[config.mk]
export PLATFORM = sky130hd
export DESIGN_NAME = fetch_sequencer_flat
export DESIGN_NICKNAME = d
export VERILOG_FILES = /design/src/rtl/fetch_pkg.sv /design/src/rtl/fetch_sequencer_if.sv /design/src/rtl/fetch_sequencer_pc_next.sv /design/src/rtl/fetch_sequencer.sv /design/src/flat_wrapper.sv
export SDC_FILE = /design/constraint.sdc
export NUM_CORES = 1
export LEC_CHECK = 0
export ABC_AREA = 1
export CORE_AREA = 5 5 64 66
export DETAILED_ROUTE_END_ITERATION = 12
export DIE_AREA = 0 0 69 71
export PLACE_DENSITY = 0.82
export SYNTH_ARGS = -nofsm -noshare
export SYNTH_HDL_FRONTEND = slang
export SYNTH_HIERARCHICAL = 1
export SYNTH_SLANG_ARGS = --single-unit
[constraint.sdc]
create_clock -name Clk -period 8.3 [get_ports Clk]
set_clock_uncertainty 0.05 [all_clocks]
set_input_delay 2.49 -clock Clk [delete_from_list [all_inputs] [get_ports Clk]]
set_output_delay 2.49 -clock Clk [all_outputs]
set_load 0.01 [all_outputs]
[src/rtl/fetch_pkg.sv]
// Shared types and constants for the instruction fetch sequencer.
package fetch_pkg;

    localparam int AW_DEF   = 11;
    localparam int OFFW_DEF = 8;
    localparam int CNT_W    = 16;

    localparam logic [CNT_W-1:0] CNT_SAT = {CNT_W{1'b1}};

    typedef enum logic [1:0] {
        IDLE = 2'd0,
        RUN  = 2'd1,
        HALT = 2'd2
    } fetch_state_t;

    // Next-PC source chosen by the sequencer FSM.
    typedef enum logic [1:0] {
        SEL_HOLD = 2'd0,
        SEL_SEQ  = 2'd1,
        SEL_ABS  = 2'd2,
        SEL_REL  = 2'd3
    } pc_sel_t;

endpackage

[src/rtl/fetch_sequencer_if.sv]
// Control/fetch bundle between the top level, decode/execute and the fetch sequencer.
interface fetch_sequencer_if #(
    parameter int AW   = fetch_pkg::AW_DEF,
    parameter int OFFW = fetch_pkg::OFFW_DEF
);
    import fetch_pkg::*;

    // Start is a level request taken whenever the sequencer is not in RUN; stall is the
    // ready-low of the execute stage and freezes RUN, so branch/halt requests must be held
    // until an edge with stall=0 consumes them. inst_valid marks inst_address as executable.
    logic             Start;
    logic [AW-1:0]    start_addr;
    logic             stall;
    logic             br_taken;
    logic             br_rel;
    logic [AW-1:0]    br_target;
    logic [OFFW-1:0]  br_offset;
    logic             halt_req;
    logic [AW-1:0]    inst_address;
    logic             inst_valid;
    logic             Done;
    logic [CNT_W-1:0] inst_count;
    fetch_state_t     state_dbg;

    modport master (
        input  Start, start_addr, stall, br_taken, br_rel, br_target, br_offset, halt_req,
        output inst_address, inst_valid, Done, inst_count, state_dbg
    );

    modport slave (
        output Start, start_addr, stall, br_taken, br_rel, br_target, br_offset, halt_req,
        input  inst_address, inst_valid, Done, inst_count, state_dbg
    );

endinterface

[src/rtl/fetch_sequencer_pc_next.sv]
// Combinational next-PC selection: hold, sequential, absolute or relative branch (modulo 2**AW).
module pc_next
    import fetch_pkg::*;
#(
    parameter int AW   = AW_DEF,
    parameter int OFFW = OFFW_DEF
) (
    input  logic [AW-1:0]   pc,
    input  pc_sel_t         sel,
    input  logic [AW-1:0]   br_target,
    input  logic [OFFW-1:0] br_offset,
    output logic [AW-1:0]   pc_nxt
);

    logic [AW-1:0] off_ext;

    assign off_ext = {{(AW-OFFW){br_offset[OFFW-1]}}, br_offset};

    always_comb begin
        pc_nxt = pc;
        case (sel)
            SEL_SEQ:  pc_nxt = pc + AW'(1);
            SEL_ABS:  pc_nxt = br_target;
            SEL_REL:  pc_nxt = pc + off_ext;
            default:  pc_nxt = pc;
        endcase
    end

endmodule

[src/rtl/fetch_sequencer.sv]
// Program counter and IDLE/RUN/HALT fetch FSM driving the instruction ROM address.
// The fetch counter is built only when FETCH_INST_CNT_EN is defined; otherwise inst_count is 0.
module fetch_sequencer
    import fetch_pkg::*;
#(
    parameter int AW       = AW_DEF,
    parameter int OFFW     = OFFW_DEF,
    parameter int RESET_PC = 0
) (
    input  logic               Clk,
    input  logic               Reset_n,
    fetch_sequencer_if.master  bus
);

    fetch_state_t  state, state_nxt;
    pc_sel_t       sel;
    logic          load_start;
    logic [AW-1:0] pc, pc_adv, pc_d;

    pc_next #(.AW(AW), .OFFW(OFFW)) u_pc_next (
        .pc        (pc),
        .sel       (sel),
        .br_target (bus.br_target),
        .br_offset (bus.br_offset),
        .pc_nxt    (pc_adv)
    );

    // Halt outranks any branch presented in the same cycle; stall freezes only RUN.
    always_comb begin
        state_nxt  = state;
        sel        = SEL_HOLD;
        load_start = 1'b0;
        case (state)
            IDLE, HALT: begin
                if (bus.Start) begin
                    load_start = 1'b1;
                    state_nxt  = RUN;
                end
            end
            RUN: begin
                if (!bus.stall) begin
                    if (bus.halt_req)    state_nxt = HALT;
                    else if (bus.br_taken) sel = bus.br_rel ? SEL_REL : SEL_ABS;
                    else                 sel = SEL_SEQ;
                end
            end
            default: state_nxt = IDLE;
        endcase
    end

    assign pc_d = load_start ? bus.start_addr : pc_adv;

    always_ff @(posedge Clk or negedge Reset_n) begin
        if (!Reset_n) begin
            state <= IDLE;
            pc    <= AW'(RESET_PC);
        end else begin
            state <= state_nxt;
            pc    <= pc_d;
        end
    end

    assign bus.inst_address = pc;
    assign bus.inst_valid   = (state == RUN);
    assign bus.Done         = (state == HALT);
    assign bus.state_dbg    = state;

`ifdef FETCH_INST_CNT_EN
    logic [CNT_W-1:0] cnt;
    logic             cnt_step;

    // Every unstalled RUN edge counts, including the one that accepts a halt.
    assign cnt_step = (state == RUN) && !bus.stall;

    always_ff @(posedge Clk or negedge Reset_n) begin
        if (!Reset_n)                         cnt <= '0;
        else if (load_start)                  cnt <= '0;
        else if (cnt_step && cnt != CNT_SAT)  cnt <= cnt + CNT_W'(1);
    end

    assign bus.inst_count = cnt;
`else
    assign bus.inst_count = '0;
`endif

endmodule

[src/flat_wrapper.sv]
// flat-port wrapper written by rule: the top's interface ports become plain ports
module fetch_sequencer_flat import fetch_pkg::*;
#(
    parameter int AW       = AW_DEF,
    parameter int OFFW     = OFFW_DEF,
    parameter int RESET_PC = 0
)
  (Clk, Reset_n, bus_Start, bus_start_addr, bus_stall, bus_br_taken, bus_br_rel, bus_br_target, bus_br_offset, bus_halt_req, bus_inst_address, bus_inst_valid, bus_Done, bus_inst_count, bus_state_dbg);
  fetch_sequencer_if #(.AW(AW), .OFFW(OFFW)) bus_i ();
  input  logic Clk;
  input  logic Reset_n;
  input wire logic [$bits(bus_i.Start)-1:0] bus_Start;
  input wire logic [$bits(bus_i.start_addr)-1:0] bus_start_addr;
  input wire logic [$bits(bus_i.stall)-1:0] bus_stall;
  input wire logic [$bits(bus_i.br_taken)-1:0] bus_br_taken;
  input wire logic [$bits(bus_i.br_rel)-1:0] bus_br_rel;
  input wire logic [$bits(bus_i.br_target)-1:0] bus_br_target;
  input wire logic [$bits(bus_i.br_offset)-1:0] bus_br_offset;
  input wire logic [$bits(bus_i.halt_req)-1:0] bus_halt_req;
  output wire logic [$bits(bus_i.inst_address)-1:0] bus_inst_address;
  output wire logic [$bits(bus_i.inst_valid)-1:0] bus_inst_valid;
  output wire logic [$bits(bus_i.Done)-1:0] bus_Done;
  output wire logic [$bits(bus_i.inst_count)-1:0] bus_inst_count;
  output wire logic [$bits(bus_i.state_dbg)-1:0] bus_state_dbg;
  assign bus_i.Start = bus_Start;
  assign bus_i.start_addr = bus_start_addr;
  assign bus_i.stall = bus_stall;
  assign bus_i.br_taken = bus_br_taken;
  assign bus_i.br_rel = bus_br_rel;
  assign bus_i.br_target = bus_br_target;
  assign bus_i.br_offset = bus_br_offset;
  assign bus_i.halt_req = bus_halt_req;
  assign bus_inst_address = bus_i.inst_address;
  assign bus_inst_valid = bus_i.inst_valid;
  assign bus_Done = bus_i.Done;
  assign bus_inst_count = bus_i.inst_count;
  assign bus_state_dbg = bus_i.state_dbg;
  fetch_sequencer #(.AW(AW), .OFFW(OFFW), .RESET_PC(RESET_PC)) u_core (.Clk(Clk), .Reset_n(Reset_n), .bus(bus_i));
endmodule
==> flow_summary.ini, run 1 <==
[placement]
dp.cells = 351
post-place-ws_ns = 2.17
place_area_um2 = 2000
gp_congestion = 0.883
io_buffers = 51
dp_hpwl_um = 3420

[hold_path]
min_path_cells = 3
hp-class = reg2reg

[logic_synthesis]
syn-instance-count = 258
synth_cell_types = 23
yosys_warnings = 6
netlist_area_um2 = 1520
ys_ff_latch = 13
synth.avg_cell_area_um2 = 5.90
ys_seq_area_share_pct = 21.4

[sta]
finalMaxSlewViolations = 0
tns_ns = 0
slew-limit-headroom_pct = 34.4
hold_viol_final = 0
worst_slack_ns = 2.42
worstMarginPinSlew_ns = 0.981
finalSetupViolations = 0
timing.final.crit_share_pct = 70.8
rsz0062_at_grt = no
layout_min_cycle_time_ns = 5.88
fmax_mhz = 170

[clock_network]
cts_buffers = 3
hold_buffers = 0
postCtsResizedCells = 0
clk_path_buf_depth = 2
post-cts-setup-buffers = 0
cts_root_buf = clkbuf_4
cts_tree = yes
cts_sinks = 13
clk_pin_slew_ns = 0.08
insertion_delay_ns = 0.27
ctsHtreeMaxLevel = 1

[cells_and_area]
final_nets = 356
nFillCells = 365
diodes = 0
regArea_um2 = 325
area_growth_pct = 32.8
final_area_um2 = 2020
multi_input_area_um2 = 983
layout-drive-gt1-share_pct = 3.58
fin_cells = 355

[detailed_routing]
wl_um = 4060
drt_pass1_iterations = 4
drtAntennaViolNets = 0
wl_per_cell_um = 11.4
drtIter0Drc = 120
drt-vias-per-instance = 4.67
vias = 1659
drc = 0

[grt]
antenna_found_initial = 0
grt_max_degree = 16
grt_usage_pct = 16.4
grt_overflow = 0
grt_pass1_vias = 1511
grt_pass1_wl_um = 6670

[die]
std_cell_rows = 22
die_area_um2 = 4900
die-width_um = 69
io_pins = 68
die_h_um = 71
start_util_pct = 43.2
coreArea_um2 = 3520

[setup_path]
r2r_cells = 13
worst_ep_required_time_ns = 8.42
worst_setup_path_end_kind = register
critPathLaunchType = input pin
critPathArrivalTime_ns = 5.99
crit_type = in2reg
worstPathMaxFanout = 15

[pwr]
p_leak_nw = 1.10
vdd_ir_drop_max_mv = 0.114
powerDensity_nw_per_um2 = 229

[run]
cap_viol_max_count = 0

[status]
status = completed
==> critical path, cell delays in order <==
cell,delay [ns]
clkdlybuf4s50_1,0.41
inv_1,0.09
nand3_1,0.10
nor2_1,0.76
nand2_2,0.29
or2_2,0.37
ha_1,0.22
fa_1,0.44
nand3_1,0.11
nand3_1,0.13
or2_2,0.31
nand3_1,0.07
nand3_1,0.07
nand2_1,0.07
nand2_1,0.05
==> synthesized netlist by cell type (all sizes together) <==
master	number	share of area, %
conb	1	0.25
fa	1	1.3
ha	10	8.2
inv	30	7.4
nand2	115	29
a22o	3	1.7
or2	2	0.82
nand3b	4	2.0
nand3	22	7.2
buf	21	10
o211ai	2	0.99
nand4	2	0.82
nor2	27	7.3
clkinv	1	0.25
a21oi	4	1.6
dfrtp	13	21
==> metal layers <==
layer  track usage [%]  part of all wire (%)
met1              21.2                    41
met2              27.5                    50
met3              1.85                   6.6
met4              7.38                   2.2
met5                 0                     0
==> layout by cell type, fill, tap and decap left out <==
cell,synthesis,routed
nor2_2,1,1
nor2_4,1,1
inv_2,1,1
fa_1,1,1
a22o_1,3,3
inv_1,29,29
clkdlybuf4s50_1,0,51
nand2_2,2,2
ha_1,10,10
nand3_1,22,22
or2_2,2,2
clkinv_1,1,1
dfrtp_1,13,13
nand3b_1,4,4
conb_1,1,16
nor2_1,25,25
clkbuf_4,0,3
a21oi_2,1,1
clkbuf_1,0,1
nand4_1,2,2
a21oi_1,3,3
nand2_1,113,113
o211ai_1,2,2
==> worst paths after layout <==
check | from | end | slack [ns]
max | bus_halt_req | u_core/bus.inst_address[4] | 2.42
min | u_core/bus.state_dbg[1] | u_core/bus.state_dbg[0] | 0.53
max reg2reg | u_core/bus.state_dbg[0] | u_core/bus.inst_address[4] | 4.67
min reg2reg | u_core/bus.state_dbg[1] | u_core/bus.state_dbg[0] | 0.53
max in group asynchronous | Reset_n | u_core/bus.inst_address[4] | 5.31
min in group asynchronous | Reset_n | u_core/bus.inst_address[2] | 2.52
==> state kept, by name (all words and copies together), names as in the netlist <==
register,cells
u_core/bus.inst_address,11
u_core/bus.state_dbg,2
==> layout make-up <==
| cell class | count | area share, % |
|---|---|---|
| inverter | 31 | 5.75 |
| clock buffer | 4 | 1.30 |
| multi-input combinational | 208 | 48.6 |
| timing repair buffer | 51 | 25.2 |
| sequential | 13 | 16.1 |
| tap | 48 | 2.97 |
==> cells by family (layout without fill, tap and decap cells) <==
group,after synthesis,after routing,share of synthesized area [%]
and+or+nand+nor,172,172,46.8
buffers and inverters,52,86,17.7
DFF,13,13,21.4
adders and majority gates,11,11,9.53
AOI/OAI and AO/OA,9,9,4.27
other,1,16,0.246
==> power breakdown <==
group | internal (mW) | total (mW) | switching, mW | leakage (nW)
Sequential | 0.0924 | 0.127 | 0.0347 | 0.162
Combinational | 0.143 | 0.298 | 0.154 | 0.920
Clock | 0.0186 | 0.0381 | 0.0195 | 0.0150
Total | 0.254 | 0.463 | 0.209 | 1.10
==> stage by stage <==
stage | power (mW) | hold WS (ns) | util (%)
2_1_floorplan | 0.306 | 0.578 | -
3_3_place_gp | 0.417 | 0.509 | 56.6
3_5_place_dp | 0.422 | 0.514 | 56.6
4_1_cts | 0.462 | 0.525 | 57.4
5_1_grt | 0.506 | 0.580 | 57.4
6_report | 0.463 | 0.525 | 57.4
Power figures use the tool's default switching activity.
==> run 2: changes to the inputs <==
--- a/config.mk
+++ b/config.mk
@@ -6,10 +6,10 @@
 export NUM_CORES = 1
 export LEC_CHECK = 0
 export ABC_AREA = 1
-export CORE_AREA = 5 5 64 66
+export CORE_AREA = 5 5 67 69
 export DETAILED_ROUTE_END_ITERATION = 12
-export DIE_AREA = 0 0 69 71
-export PLACE_DENSITY = 0.82
+export DIE_AREA = 0 0 72 74
+export PLACE_DENSITY = 0.75
 export SYNTH_ARGS = -nofsm -noshare
 export SYNTH_HDL_FRONTEND = slang
 export SYNTH_HIERARCHICAL = 1
==> constraint.sdc (replaced) <==
create_clock -name Clk -period 6 [get_ports Clk]
set_clock_uncertainty 0.05 [all_clocks]
set_input_delay 1.8 -clock Clk [delete_from_list [all_inputs] [get_ports Clk]]
set_output_delay 1.8 -clock Clk [all_outputs]
set_load 0.01 [all_outputs]
==> run 2 against run 1 <==
Against the previous run: non-clock buffer count increased by 1; global-route usage is 1.6 points lower; combinational power increased by 38%; die area rose by 8.8%; critical endpoint unchanged; largest cell class unchanged; highest routed layer unchanged.
==> flow_summary.ini, run 2 (synthesized netlist as in run 1, its figures left out) <==
[cells_and_area]
utilization_pct = 53.2
area_growth_pct = 34.7
nFillCells = 408
diodes = 0
final_common_cell = nand2_1
final_nets = 357
largest_reg_flops = 11
fin_cells = 358
final_cell_mix = nand2_1, clkdlybuf4s50_1, inv_1
layout-drive-gt1-share_pct = 3.90

[sta]
slew-limit-headroom_pct = 51.4
worst_slack_ns = 1.44
layout_min_cycle_time_ns = 4.56
fmax_mhz = 219
timing.final.crit_share_pct = 76.0
finalMaxSlewViolations = 0
tns_ns = 0
finalSetupViolations = 0
hold_viol_final = 0
rsz0062_at_grt = no
worstMarginPinSlew_ns = 0.726

[setup_path]
r2r_cells = 15
rrSetupSlack_ns = 3.04
critPathArrivalTime_ns = 4.64
worst_setup_path_end_kind = register
crit_type = in2reg
worstPathMaxFanout = 15
r2r_end = u_core/bus.inst_address[4]
critPathLaunchType = input pin
worst_ep_required_time_ns = 6.07
reg2reg_from = u_core/bus.state_dbg[1]
cp-endpoint = u_core/bus.inst_address[4]
cp-startpoint = bus_halt_req

[grt]
grt_overflow = 0
antenna_found_initial = 0
grt_pass1_vias = 1479
grt_usage_pct = 14.8
grt_pass1_wl_um = 6380
grt_max_degree = 16

[detailed_routing]
drc = 0
wl_per_cell_um = 11.0
wl_um = 3940
drt-vias-per-instance = 4.58
drtIter0Drc = 81
drtAntennaViolNets = 0
drt_pass1_iterations = 4
vias = 1638

[placement]
dp_hpwl_um = 3410
gp_congestion = 0.867
post-place-ws_ns = 1.22
dp.cells = 354
io_buffers = 51

[die]
start_util_pct = 39.5
die_h_um = 74
coreArea_um2 = 3860
die-width_um = 72
die_area_um2 = 5330
std_cell_rows = 23
io_pins = 68

[pwr]
powerDensity_nw_per_um2 = 322
p_leak_nw = 1.11
vdd_ir_drop_max_mv = 0.218

[clock_network]
cts_root_buf = clkbuf_8
postCtsResizedCells = 0
ctsHtreeMaxLevel = 1
cts_buffers = 3
clk_pin_slew_ns = 0.05
hold_buffers = 0
cts_tree = yes
insertion_delay_ns = 0.24
cts_sinks = 13
clk_path_buf_depth = 2
post-cts-setup-buffers = 0

[hold_path]
hp-class = reg2reg

[status]
status = completed

[run]
cap_viol_max_count = 0
## run 2: worst min-delay path by stage
stage                             from                     endpoint  slack (ns)  depth (start not counted)
2_1_floorplan  u_core/bus.state_dbg[0]  u_core/bus.inst_address[10]        0.58                          3
3_3_place_gp   u_core/bus.state_dbg[1]      u_core/bus.state_dbg[1]        0.50                          3
3_5_place_dp   u_core/bus.state_dbg[1]      u_core/bus.state_dbg[0]        0.52                          3
4_1_cts        u_core/bus.state_dbg[1]      u_core/bus.state_dbg[0]        0.52                          3
5_1_grt        u_core/bus.state_dbg[1]      u_core/bus.state_dbg[0]        0.57                          3
6_report       u_core/bus.state_dbg[1]      u_core/bus.state_dbg[1]        0.52                          3
## run 2: stage by stage
stage / total power, mW / instance area (um^2) / hold WS, ns
final: 0.661 / 2050 / 0.516
after detailed placement: 0.584 / 2010 / 0.517
after global routing: 0.715 / 2050 / 0.570
after global placement: 0.581 / 2010 / 0.503
after CTS: 0.662 / 2050 / 0.523
after floorplan: 0.423 / 1580 / 0.578
## run 2: area by class of cell
type / instances / area, um^2 / area share, %
Multi-Input combinational cell: 208 / 983 / 48.0
Timing Repair Buffer: 52 / 518 / 25.3
Sequential cell: 13 / 325 / 15.9
Inverter: 31 / 116 / 5.67
Tap cell: 50 / 62.6 / 3.05
Clock buffer: 4 / 45.0 / 2.20
## run 2: per-layer routing
layer / wire length [um] / GRT usage (%) / vias to the layer above
met4: 63 / 4.80 / 0
met2: 1910 / 25.1 / 62
met5: 0 / 0 / -
met1: 1680 / 20.2 / 701
li1: - / - / 869
met3: 281 / 0.946 / 6
## run 2: critical path: stages
cell	delay [ns]
clkdlybuf4s50_1	0.42
inv_1	0.08
nand3_1	0.09
nor2_1	0.12
buf_4	0.21
nand2_2	0.16
or2_2	0.31
ha_1	0.23
fa_1	0.44
nand3_1	0.11
nand3_1	0.12
or2_2	0.30
nand3_1	0.07
nand3_1	0.07
nand2_1	0.07
nand2_1	0.05
## run 2: report_power, final
group          total [mW]  internal, mW  switching (mW)
combinational       0.411         0.199           0.211
sequential          0.175         0.128          0.0470
clock              0.0750        0.0467          0.0283
